## src/rtl/mcDefs.sv

```systemverilog
// Shared main-bus definitions: bus geometry and the arbiter state encoding.
package mcDefs;

    localparam int BUSWIDTH        = 32;
    localparam int DATAPAYLOADSIZE = 4;

    typedef enum logic [1:0] {
        IDLE    = 2'd0,
        GRANTED = 2'd1,
        DATA    = 2'd2,
        TURN    = 2'd3
    } arb_state_t;

endpackage

```

## src/rtl/rr_pick.sv

```systemverilog
// Combinational round-robin selector: one-hot winner searching upward from
// the slot after the last granted master, wrapping to 0.
module rr_pick #(
    parameter int NREQ = 2
) (
    input  logic [NREQ-1:0]         req,
    input  logic [$clog2(NREQ)-1:0] last,
    output logic [NREQ-1:0]         win
);

    localparam int PW = $clog2(NREQ);

    logic [31:0]   base;
    logic [PW-1:0] idx;
    logic          found;

    always_comb begin
        win   = '0;
        found = 1'b0;
        base  = 32'(last);
        idx   = '0;
        for (int unsigned off = 1; off <= NREQ; off++) begin
            idx = PW'((base + off) % NREQ);
            if (!found && req[idx]) begin
                win[idx] = 1'b1;
                found    = 1'b1;
            end
        end
    end

endmodule

```

## src/rtl/main_bus_arbiter.sv

```systemverilog
// Round-robin owner arbitration for main_bus_if; observes AddrValid/rw only and
// tracks each transfer through address, data beats and a one-cycle turnaround.
module main_bus_arbiter
    import mcDefs::*;
#(
    parameter int NREQ        = 2,
    parameter int BURST       = DATAPAYLOADSIZE,
    parameter int GNT_TIMEOUT = 8
) (
    input  logic            clk,
    input  logic            resetH,
    input  logic [NREQ-1:0] req,
    input  logic            AddrValid,
    input  logic            rw,
    output logic [NREQ-1:0] grant,
    output logic            busy,
    output logic            xfer_rw,
    output logic            xfer_done,
    output logic            proto_err
);

    localparam int PW = $clog2(NREQ);
    localparam int BW = $clog2(BURST) + 1;
    localparam int TW = $clog2(GNT_TIMEOUT) + 1;

    arb_state_t      state_q, state_d;
    logic [NREQ-1:0] grant_q, grant_d;
    logic [PW-1:0]   ptr_q, ptr_d;
    logic [BW-1:0]   beat_q, beat_d;
    logic [TW-1:0]   tmr_q, tmr_d;
    logic            busy_q, busy_d;
    logic            xrw_q, xrw_d;
    logic            done_q, done_d;
    logic            perr_q, perr_d;

    logic [NREQ-1:0] win;
    logic [PW-1:0]   win_idx;

    rr_pick #(.NREQ(NREQ)) u_rr_pick (
        .req  (req),
        .last (ptr_q),
        .win  (win)
    );

    always_comb begin
        win_idx = '0;
        for (int unsigned i = 0; i < NREQ; i++) begin
            if (win[i]) win_idx = PW'(i);
        end
    end

    always_comb begin
        state_d = state_q;
        grant_d = grant_q;
        ptr_d   = ptr_q;
        beat_d  = beat_q;
        tmr_d   = tmr_q;
        xrw_d   = xrw_q;
        perr_d  = perr_q;
        unique case (state_q)
            IDLE: begin
                if (|req) begin
                    state_d = GRANTED;
                    grant_d = win;
                    ptr_d   = win_idx;
                    tmr_d   = '0;
                end
            end
            GRANTED: begin
                if (AddrValid) begin
                    xrw_d   = rw;
                    beat_d  = '0;
                    state_d = DATA;
                end else if (!(|(req & grant_q)) || (tmr_q == TW'(GNT_TIMEOUT - 1))) begin
                    state_d = TURN;
                    grant_d = '0;
                end else begin
                    tmr_d = tmr_q + 1'b1;
                end
            end
            DATA: begin
                if (beat_q == BW'(BURST - 1)) begin
                    state_d = TURN;
                    grant_d = '0;
                end else begin
                    beat_d = beat_q + 1'b1;
                end
            end
            TURN: begin
                state_d = IDLE;
            end
            default: begin
                state_d = IDLE;
                grant_d = '0;
            end
        endcase
        if (AddrValid && (state_q != GRANTED)) perr_d = 1'b1;
        // Outputs are registered, so the last-beat pulse is decided from next state.
        done_d = (state_d == DATA) && (beat_d == BW'(BURST - 1));
        busy_d = (state_d != IDLE);
    end

    always_ff @(posedge clk) begin
        if (resetH) begin
            state_q <= IDLE;
            grant_q <= '0;
            ptr_q   <= PW'(NREQ - 1);
            beat_q  <= '0;
            tmr_q   <= '0;
            busy_q  <= 1'b0;
            xrw_q   <= 1'b0;
            done_q  <= 1'b0;
            perr_q  <= 1'b0;
        end else begin
            state_q <= state_d;
            grant_q <= grant_d;
            ptr_q   <= ptr_d;
            beat_q  <= beat_d;
            tmr_q   <= tmr_d;
            busy_q  <= busy_d;
            xrw_q   <= xrw_d;
            done_q  <= done_d;
            perr_q  <= perr_d;
        end
    end

    assign grant     = grant_q;
    assign busy      = busy_q;
    assign xfer_rw   = xrw_q;
    assign xfer_done = done_q;
    assign proto_err = perr_q;

endmodule
```

## config.mk

```make
export PLATFORM = sky130hd
export DESIGN_NAME = main_bus_arbiter
export DESIGN_NICKNAME = d
export VERILOG_FILES = /design/src/rtl/mcDefs.sv /design/src/rtl/rr_pick.sv /design/src/rtl/main_bus_arbiter.sv
export SDC_FILE = /design/constraint.sdc
export NUM_CORES = 1
export LEC_CHECK = 0
export BUFFER_PORTS_ARGS = -buffer_cell sky130_fd_sc_hd__buf_2
export CORE_AREA = 5 5 46 48
export CTS_CLUSTER_SIZE = 40
export DETAILED_ROUTE_END_ITERATION = 8
export DIE_AREA = 0 0 51 53
export PLACE_DENSITY = 0.78
export SETUP_SLACK_MARGIN = 0.4
export SLEW_MARGIN = 0
export SYNTH_ARGS = -nofsm -noshare
export SYNTH_HDL_FRONTEND = slang
export SYNTH_HIERARCHICAL = 1
export SYNTH_SLANG_ARGS = --single-unit
```

## constraint.sdc

```tcl
create_clock -name clk -period 2.2 [get_ports clk]
set_clock_uncertainty 0.05 [all_clocks]
set_input_delay 0.44 -clock clk [delete_from_list [all_inputs] [get_ports clk]]
set_output_delay 0.44 -clock clk [all_outputs]
set_load 0.1 [all_outputs]
```

==> results of run 1 <==
==> state kept, by name, summed over array words and instances (netlist names) <==
name and flops:
tmr_q 4, beat_q 3, grant 2, state_q 2
busy 1, proto_err 1, ptr_q 1, xfer_done 1
xfer_rw 1
==> power by group <==
part           switching (mW)  internal [mW]  total, mW
Clock                  0.0919          0.101      0.193
Sequential             0.0434          0.351      0.395
Combinational           0.499          0.262      0.761
==> critical path, cell delays in order, from the launching register on <==
cell and delay (ps):
dfxtp_2 370, inv_2 70, ha_4 170, or3b_4 240, nand2_2 70, or2_4 250
or3_4 370, a21oi_2 130
==> worst max-delay path by stage <==
stage,startpoint,to,slack [ps],depth (start not counted)
finish,state_q[1]$_SDFF_PP0_,tmr_q[3]$_SDFFE_PP0P_,420,7
CTS,state_q[1]$_SDFF_PP0_,tmr_q[3]$_SDFFE_PP0P_,400,7
detailed placement,state_q[1]$_SDFF_PP0_,tmr_q[3]$_SDFFE_PP0P_,340,7
global route,state_q[1]$_SDFF_PP0_,tmr_q[3]$_SDFFE_PP0P_,360,7
global placement,state_q[1]$_SDFF_PP0_,grant[0]$_SDFFE_PP0P_,400,7
floorplan,grant[0]$_SDFFE_PP0P_,tmr_q[3]$_SDFFE_PP0P_,400,5
==> cells by family after synthesis <==
group | after synthesis | share of synthesized area (%)
compound gates | 29 | 22.6
xor+xnor | 1 | 1.04
flops | 16 | 38.0
buf+inv | 9 | 5.93
simple gates | 42 | 25.1
fa+ha+maj | 5 | 7.42
==> stage by stage <==
| step | area (sq um) | power (mW) | util [%] |
|---|---|---|---|
| global placement | 898 | 1.02 | 53.8 |
| floorplan | 846 | 0.941 | - |
| global route | 1000 | 1.43 | 59.9 |
| detailed placement | 898 | 1.03 | 53.8 |
| CTS | 973 | 1.29 | 58.3 |
| finish | 1000 | 1.35 | 59.9 |
==> cell usage after synthesis (all sizes together) <==
cell,count
nand3,3
and3,1
or2,1
nand2,8
o221ai,1
buf,1
a21oi,11
nand2b,1
a31oi,1
nor3,2
o41ai,1
a211oi,1
nor2b,1
or3b,3
o21bai,1
a21boi,2
nand3b,1
and4,1
nor3b,1
ha,5
inv,7
nand4,1
o21ai,6
dfxtp,16
nor2,16
a211o,1
a22o,1
or3,2
o2bb2ai,1
clkbuf,1
a22oi,1
xnor2,1
o311ai,1
==> cell type report <==
type                    instances  share of cell area (%)
repair buffers                 13                    7.01
multi-input cells              77                    51.7
clock buffers                   4                    3.63
flip-flops and latches         16                    32.9
inverters                       7                    2.63
well taps                      17                    2.13
==> metal layers <==
layer  vias to the layer above  share of wire (%)
met4                         0                2.5
met1                       365                 48
met5                         -                  0
met3                         7                5.4
li1                        394                  -
met2                        26                 44
==> repair_timing <==
item                       in CTS  in global routing
cloned                          0                  0
resized for setup              10                  7
setup endpoints to repair       3                  6
setup buffers                   1                  1
pin swaps                       0                  2
==> results.sh, run 1 <==
export IMPL_worst_r2r_endpoint="tmr_q[3]$_SDFFE_PP0P_"
export IMPL_drive_gt1_share_pct=29.9
export IMPL_final_min_clock_period_ps=1780
export IMPL_first_iter_violations=12
export IMPL_start_util_pct=50.5
export IMPL_grt_pass1_vias=718
export IMPL_die_area_sq_um=2700
export IMPL_yosysTopAreaCell="dfxtp_1"
export IMPL_synth_top_cell_area_share_pct=38.0
export IMPL_grt_pass1_wl_um=3090
export IMPL_synthTopCellsByArea="dfxtp_1 (38%), ha_1 (7.4%), nor2_1 (7.1%), a21oi_1 (6.5%), o21ai_0 (3.6%)"
export IMPL_antenna_found_initial=0
export IMPL_regArea_sq_um=329
export IMPL_syn2layout_area_growth_pct=18.5
export IMPL_status="completed"
export IMPL_endpoint_kind="flop"
export IMPL_worstPathArrival_ps=1950
export IMPL_vias=792
export IMPL_yosysSeqAreaShare_pct=38.0
export IMPL_multi_input_area_sq_um=517
export IMPL_wirelength_um=1820
export IMPL_nets=129
export IMPL_grt_overflow=0
export IMPL_syn_avg_cell_area_sq_um=8.27
export IMPL_dp_cells=128
export IMPL_p_leak_nw=0.415
export IMPL_worst_r2r_path_depth=7
export IMPL_layout_commonest_cell="nor2_1"
export IMPL_place_ws_ps=337
export IMPL_grt_usage_pct=15.1
export IMPL_clk_pin_slew_worst_paths_ps=90
export IMPL_gr_usage_met1_pct=19.6
export IMPL_startpoint_type="flop"
export IMPL_hold_violations=0
export IMPL_worstReg2RegStart="state_q[1]$_SDFF_PP0_"
export IMPL_tns_ps=0
export IMPL_ys_seq_elements=16
export IMPL_syn_inst=102
export IMPL_fill_cells=141
export IMPL_syn_area_sq_um=843
export IMPL_top_usage_layer="met2"
export IMPL_cts_root_buf="clkbuf_4"
export IMPL_worstPathRequired_ps=2370
export IMPL_path_max_fanout=6
export IMPL_cap_viol_max_count=0
export IMPL_hp_class="input pin to flop"
export IMPL_n_antenna_cell=0
export IMPL_numPortBuffers=11
export IMPL_yosys_warnings=6
export IMPL_core_sq_um=1670
export IMPL_drc=0
export IMPL_slew_viol_final=0
export IMPL_ff2ff_setup_slack_ps=420
export IMPL_rsz0062_at_grt="yes"
export IMPL_worst_hold_slack_ps=357
export IMPL_hold_start="rw"
export IMPL_die_w_um=51
export IMPL_max_slew_margin_pct=67.8
export IMPL_final_cell_mix="nor2_1 (16), dfxtp_1 (11), buf_2 (11), a21oi_1 (10), nand2_1 (7)"
export IMPL_first_pass_iters=4
export IMPL_rows=15
export IMPL_grt_max_degree=15
export IMPL_io_pin_count=12
export IMPL_cts_buffers=3
export IMPL_ir_drop_uv=675
export IMPL_wl_per_cell_um=13.6
export IMPL_max_clock_freq_mhz=563
export IMPL_cts_tree="done"
export IMPL_met2_usage_pct=23.8
export IMPL_yosysUniqueCellTypes=36
export IMPL_clk_latency_ps=290
export IMPL_hold_depth=3
export IMPL_cts_path_max_buffers=2
export IMPL_hpwl_um=1260
export IMPL_via_per_inst=5.91
export IMPL_power_density_nw_per_um2=1350
export IMPL_ctsHtreeMaxLevel=1
export IMPL_gp_congestion=0.773
export IMPL_numClockSinks=16
export IMPL_ant_nets=0
export IMPL_met3_usage_pct=2.82
export IMPL_setup_ws_ps=425
export IMPL_cts_hold_buf=0
export IMPL_dieHeight_um=53
export IMPL_syn_num_nets=113
export IMPL_tightest_slew_ps=486
export IMPL_setup_viol=0
export IMPL_finalNonFillerCells=134
export IMPL_hold_end="xfer_rw$_SDFFE_PP0P_"
export IMPL_worstSetupPathType="flop to flop"
export IMPL_fin_crit_sh_pct=80.7
Note: power is estimated with default switching activity, not from simulation.
==> inputs of run 2 (changes only) <==
==> constraint.sdc (replaced) <==
create_clock -name clk -period 1.8 [get_ports clk]
set_clock_uncertainty 0.05 [all_clocks]
set_input_delay 0.36 -clock clk [delete_from_list [all_inputs] [get_ports clk]]
set_output_delay 0.36 -clock clk [all_outputs]
set_load 0.1 [all_outputs]
==> run 2 against run 1 <==
Net effect:
- design area is 14% higher
- first-iteration DRC count is 33% lower
- die area stayed put
==> results.sh, run 2 (synthesis gave the netlist of run 1 again) <==
export IMPL_dpl_instance_area_sq_um=926
export IMPL_startpoint_type="flop"
export IMPL_grt_max_degree=15
export IMPL_hold_violations=0
export IMPL_max_slew_margin_pct=73.9
export IMPL_cts_root_buf="clkbuf_4"
export IMPL_hpwl_um=1260
export IMPL_worst_r2r_path_depth=8
export IMPL_power_density_nw_per_um2=1640
export IMPL_worstPathRequired_ps=1930
export IMPL_largest_reg_flops=4
export IMPL_numClockSinks=16
export IMPL_tns_ps=0
export IMPL_top_layer="met4"
export IMPL_crit_path_max_incr_delay_ps=370
export IMPL_worstSetupPathType="flop to flop"
export IMPL_worst_hold_slack_ps=280
export IMPL_core_sq_um=1670
export IMPL_slew_viol_final=0
export IMPL_max_clock_freq_mhz=589
export IMPL_power_mw=1.88
export IMPL_gp_congestion=0.842
export IMPL_antenna_found_initial=0
export IMPL_cpMostUsedCell="buf_6"
export IMPL_die_area_sq_um=2700
export IMPL_p_leak_nw=0.459
export IMPL_grt_overflow=0
export IMPL_grt_pass1_wl_um=3110
export IMPL_syn2layout_area_growth_pct=35.5
export IMPL_final_area_sq_um=1140
export IMPL_clk_pin_slew_worst_paths_ps=90
export IMPL_ctsHtreeMaxLevel=1
export IMPL_wl_met2_um=993
export IMPL_drc=0
export IMPL_dieHeight_um=53
export IMPL_worstPathArrival_ps=1820
export IMPL_worst_r2r_endpoint="tmr_q[3]$_SDFFE_PP0P_"
export IMPL_dp_cells=128
export IMPL_fill_cells=125
export IMPL_cts_path_max_buffers=2
export IMPL_cap_viol_max_count=0
export IMPL_layout_commonest_cell="nor2_1"
export IMPL_wl_met1_um=895
export IMPL_vias=826
export IMPL_first_pass_iters=4
export IMPL_crit_slowest_cell="dfxtp_4"
export IMPL_route_met3_wl_um=99
export IMPL_finalNonFillerCells=141
export IMPL_grt_pass1_vias=773
export IMPL_reg_largest_list="tmr_q: 4 flops, beat_q: 3 flops"
export IMPL_clk_latency_ps=280
export IMPL_rows=15
export IMPL_tightest_slew_ps=386
export IMPL_cts_tree="done"
export IMPL_largest_register="tmr_q"
export IMPL_status="completed"
export IMPL_via_per_inst=5.86
export IMPL_ant_nets=0
export IMPL_multi_input_area_sq_um=574
export IMPL_cp_cell_sequence="buf_6, ha_4, nor2b_2, a31oi_1, or2_4, buf_6, o21ai_1, a21oi_2"
export IMPL_path_max_fanout=8
export IMPL_numPortBuffers=11
export IMPL_fin_crit_sh_pct=94.3
export IMPL_rsz0062_at_grt="yes"
export IMPL_hp_class="input pin to flop"
export IMPL_ff2ff_setup_slack_ps=100
export IMPL_setup_viol=0
export IMPL_wl_per_cell_um=14.4
export IMPL_drive_gt1_share_pct=41.9
export IMPL_ir_drop_uv=803
export IMPL_worstReg2RegStart="state_q[0]$_SDFF_PP0_"
export IMPL_start_util_pct=50.5
export IMPL_wirelength_um=2030
export IMPL_final_cell_mix="nor2_1 (15), buf_4 (13), a21oi_1 (9), dfxtp_1 (9), nand2_1 (6)"
export IMPL_cp_startpoint="state_q[0]$_SDFF_PP0_"
export IMPL_grt_usage_pct=15.2
export IMPL_cts_buffers=3
export IMPL_place_ws_ps=58.3
export IMPL_final_min_clock_period_ps=1700
export IMPL_io_pin_count=12
export IMPL_fin_util_pct=68.4
export IMPL_nets=136
export IMPL_die_w_um=51
export IMPL_setup_ws_ps=102
export IMPL_cp_endpoint="tmr_q[3]$_SDFFE_PP0P_"
export IMPL_regArea_sq_um=342
export IMPL_first_iter_violations=8
export IMPL_endpoint_kind="flop"
export IMPL_n_antenna_cell=0
run 2: cell types whose count changed in the layout (fill, tap and decap cells not counted), sizes merged:
| cell | previous run | this run |
|---|---|---|
| clkbuf | 4 | 3 |
| buf | 13 | 20 |
| clkinv | 0 | 1 |
run 2: worst min-delay path by stage:
stage,from,end,slack [ps],depth (start not counted)
detailed placement,xfer_rw$_SDFFE_PP0P_,xfer_rw$_SDFFE_PP0P_,410,2
floorplan,resetH,beat_q[0]$_SDFF_PP0_,380,1
finish,rw,xfer_rw$_SDFFE_PP0P_,280,3
global route,rw,xfer_rw$_SDFFE_PP0P_,290,3
CTS,rw,xfer_rw$_SDFFE_PP0P_,280,3
global placement,xfer_rw$_SDFFE_PP0P_,xfer_rw$_SDFFE_PP0P_,400,2
run 2: critical path, delay by kind of cell (launching register included):
kind | cells | cell delay [ps]
flops | 1 | 370
simple gates | 2 | 390
compound gates | 3 | 350
fa+ha+maj | 1 | 180
buf+inv | 2 | 250
run 2: report_power, final:
part           leakage, nW  total, mW  switching, mW  internal (mW)
clock network       0.0154      0.191          0.110         0.0806
registers            0.135      0.494         0.0561          0.438
logic                0.308       1.19          0.704          0.488
run 2: layer usage:
layer  vias up  global-route usage (%)
met5         -                       0
met4         0                    6.28
met3         7                    4.23
met2        25                    26.2
met1       389                    17.7
li1        405                       -
run 2: what timing repair did:
| action | in CTS | in global routing |
|---|---|---|
| setup endpoints to repair | 18 | 14 |
| pin swaps | 10 | 2 |
| hold buffers | 0 | 0 |
| gates resized for setup | 27 | 10 |
| buffers inserted | 9 | 0 |
run 2: layout make-up:
class                      instances  share of cell area, %
tap                               17                   1.86
clock inverter                     1                  0.329
timing repair buffer              20                   12.7
inverter                           7                   2.96
sequential                        16                   29.9
clock buffer                       3                   1.97
multi-input combinational         77                   50.3
==> inputs of run 3 (changes only) <==
==> constraint.sdc (replaced) <==
create_clock -name clk -period 1.8 [get_ports clk]
set_clock_uncertainty 0.05 [all_clocks]
set_input_delay 0.36 -clock clk [delete_from_list [all_inputs] [get_ports clk]]
set_output_delay 0.36 -clock clk [all_outputs]
set_load 0.02 [all_outputs]
==> run 3 against run 2 <==
Net effect:
- critical path depth shrank 1
- total power is 1.4% lower
- design area increased by 2.7%
- global-route usage rose by 2.6 points
- first-iteration DRC count increased by 75%
- flip-flop and latch count is the same
- sequential share of layout area shrank 1.6 points
- clock power up 30%
- worst hold slack worse by 16 ps
- utilization rose by 1.9 points
- routed wire length up 9.8%
- critical endpoint is now grant[0]$_SDFFE_PP0P_
- largest cell class unchanged
- largest power group unchanged
==> results.sh, run 3 (synthesis gave the netlist of run 1 again) <==
export IMPL_crit_path_max_incr_delay_ps=400
export IMPL_largest_register="tmr_q"
export IMPL_first_iter_violations=14
export IMPL_gp_congestion=0.814
export IMPL_first_pass_iters=4
export IMPL_fill_cells=119
export IMPL_worstPathRequired_ps=1990
export IMPL_clk_latency_ps=300
export IMPL_vias=834
export IMPL_dp_cells=128
export IMPL_clk_pin_slew_worst_paths_ps=100
export IMPL_power_density_nw_per_um2=1580
export IMPL_path_max_fanout=8
export IMPL_numClockSinks=16
export IMPL_drc=0
export IMPL_tightest_slew_ps=310
export IMPL_cts_hold_buf=0
export IMPL_slew_viol_final=0
export IMPL_cts_buffers=3
export IMPL_io_pin_count=12
export IMPL_setup_viol=0
export IMPL_worstSetupPathType="flop to flop"
export IMPL_grt_usage_pct=17.8
export IMPL_wirelength_um=2230
export IMPL_worst_r2r_endpoint="grant[0]$_SDFFE_PP0P_"
export IMPL_n_antenna_cell=0
export IMPL_place_ws_ps=76.4
export IMPL_grt_pass1_vias=811
export IMPL_cts_tree="done"
export IMPL_syn2layout_area_growth_pct=39.2
export IMPL_ctsHtreeMaxLevel=1
export IMPL_hold_depth=3
export IMPL_max_slew_margin_pct=79.1
export IMPL_reg_largest_list="tmr_q: 4 flops, beat_q: 3 flops"
export IMPL_fin_util_pct=70.3
export IMPL_rows=15
export IMPL_cap_viol_max_count=0
export IMPL_final_min_clock_period_ps=1760
export IMPL_fin_crit_sh_pct=97.6
export IMPL_die_w_um=51
export IMPL_worst_r2r_path_depth=7
export IMPL_drive_gt1_share_pct=45.6
export IMPL_die_area_sq_um=2700
export IMPL_hpwl_um=1300
export IMPL_worstReg2RegStart="state_q[0]$_SDFF_PP0_"
export IMPL_grt_overflow=0
export IMPL_crit_slowest_cell="or3b_1"
export IMPL_wl_per_cell_um=15.7
export IMPL_ff2ff_setup_slack_ps=40
export IMPL_cts_path_max_buffers=2
export IMPL_status="completed"
export IMPL_nets=137
export IMPL_via_per_inst=5.87
export IMPL_cts_root_buf="clkbuf_4"
export IMPL_startpoint_type="flop"
export IMPL_final_cell_mix="nor2_1 (16), dfxtp_1 (11), buf_2 (11), buf_4 (8), a21oi_1 (7)"
export IMPL_tns_ps=0
export IMPL_p_leak_nw=0.474
export IMPL_layout_commonest_cell="nor2_1"
export IMPL_hold_violations=0
export IMPL_finalNonFillerCells=142
export IMPL_setup_ws_ps=43.3
export IMPL_core_sq_um=1670
export IMPL_worstPathArrival_ps=1940
export IMPL_grt_pass1_wl_um=3510
export IMPL_antenna_found_initial=0
export IMPL_cp_cell_sequence="buf_6, ha_4, nor3_4, a21oi_2, nand4_1, or3b_1, a21oi_1"
export IMPL_largest_reg_flops=4
export IMPL_grt_max_degree=15
export IMPL_final_area_sq_um=1170
export IMPL_numPortBuffers=11
export IMPL_hp_class="input pin to flop"
export IMPL_endpoint_kind="flop"
export IMPL_ir_drop_uv=1140
export IMPL_dpl_instance_area_sq_um=918
export IMPL_hold_end="xfer_rw$_SDFFE_PP0P_"
export IMPL_hold_start="rw"
export IMPL_dieHeight_um=53
export IMPL_max_clock_freq_mhz=569
export IMPL_start_util_pct=50.5
export IMPL_rsz0062_at_grt="yes"
export IMPL_ant_nets=0
-- run 3: cell count changes in the layout (fill, tap and decap cells not counted), moves of 2 or more --
cell and change:
a21oi_2 +2, dfxtp_4 -3, buf_2 +6, inv_4 -3
a21oi_1 -2, inv_2 +2, buf_4 -5, dfxtp_1 +2
-- run 3: final cells by class --
cell class / instances / area (sq um) / area share, %
multi-input cells: 77 / 616 / 52.5
clock buffers: 4 / 36.3 / 3.09
flip-flops and latches: 16 / 332 / 28.3
repair buffers: 21 / 138 / 11.7
inverters: 7 / 31.3 / 2.67
well taps: 17 / 21.3 / 1.81
-- run 3: report_power, final --
group,internal [mW],leakage (nW),switching (mW),total (mW)
Sequential,0.426,0.133,0.0542,0.480
Clock,0.124,0.0210,0.125,0.248
Combinational,0.532,0.320,0.591,1.12
Total,1.08,0.474,0.770,1.85
-- run 3: worst max-delay path by stage --
stage                          startpoint                     to  slack (ps)  cells after the start
floorplan           state_q[1]$_SDFF_PP0_  tmr_q[3]$_SDFFE_PP0P_         200                      7
global placement    state_q[0]$_SDFF_PP0_  tmr_q[3]$_SDFFE_PP0P_         130                      7
detailed placement  state_q[1]$_SDFF_PP0_  tmr_q[3]$_SDFFE_PP0P_          80                      7
CTS                 state_q[0]$_SDFF_PP0_  tmr_q[3]$_SDFFE_PP0P_         130                      7
global route        state_q[0]$_SDFF_PP0_  grant[0]$_SDFFE_PP0P_         -10                      7
finish              state_q[0]$_SDFF_PP0_  grant[0]$_SDFFE_PP0P_          40                      7
-- run 3: timing repair --
item                       4_1_cts  5_1_grt
setup buffers                    8        2
pin swaps                        7        7
setup endpoints to repair       13       13
gates resized for setup         16       20
-- run 3: metal layers --
layer | vias to the layer above | part of all wire [%] | global-route usage, %
li1 | 407 | - | -
met5 | - | 0 | 0
met4 | 0 | 3.8 | 11.7
met3 | 9 | 6.7 | 5.07
met2 | 29 | 48 | 29.2
met1 | 389 | 41 | 20.2
-- run 3: metrics by stage --
step | hold slack [ps] | power (mW)
after global routing | 266 | 1.97
final | 264 | 1.85
after CTS | 274 | 1.62
after global placement | 398 | 1.11
after detailed placement | 405 | 1.13
after floorplan | 383 | 1.01
-- run 3: critical path: cells and delay by family (launching register included) --
| kind | cells | cell delay, ps |
|---|---|---|
| AOI/OAI and AO/OA | 2 | 270 |
| buffers and inverters | 1 | 110 |
| DFF | 1 | 390 |
| adders and majority gates | 1 | 210 |
| and+or+nand+nor | 3 | 660 |
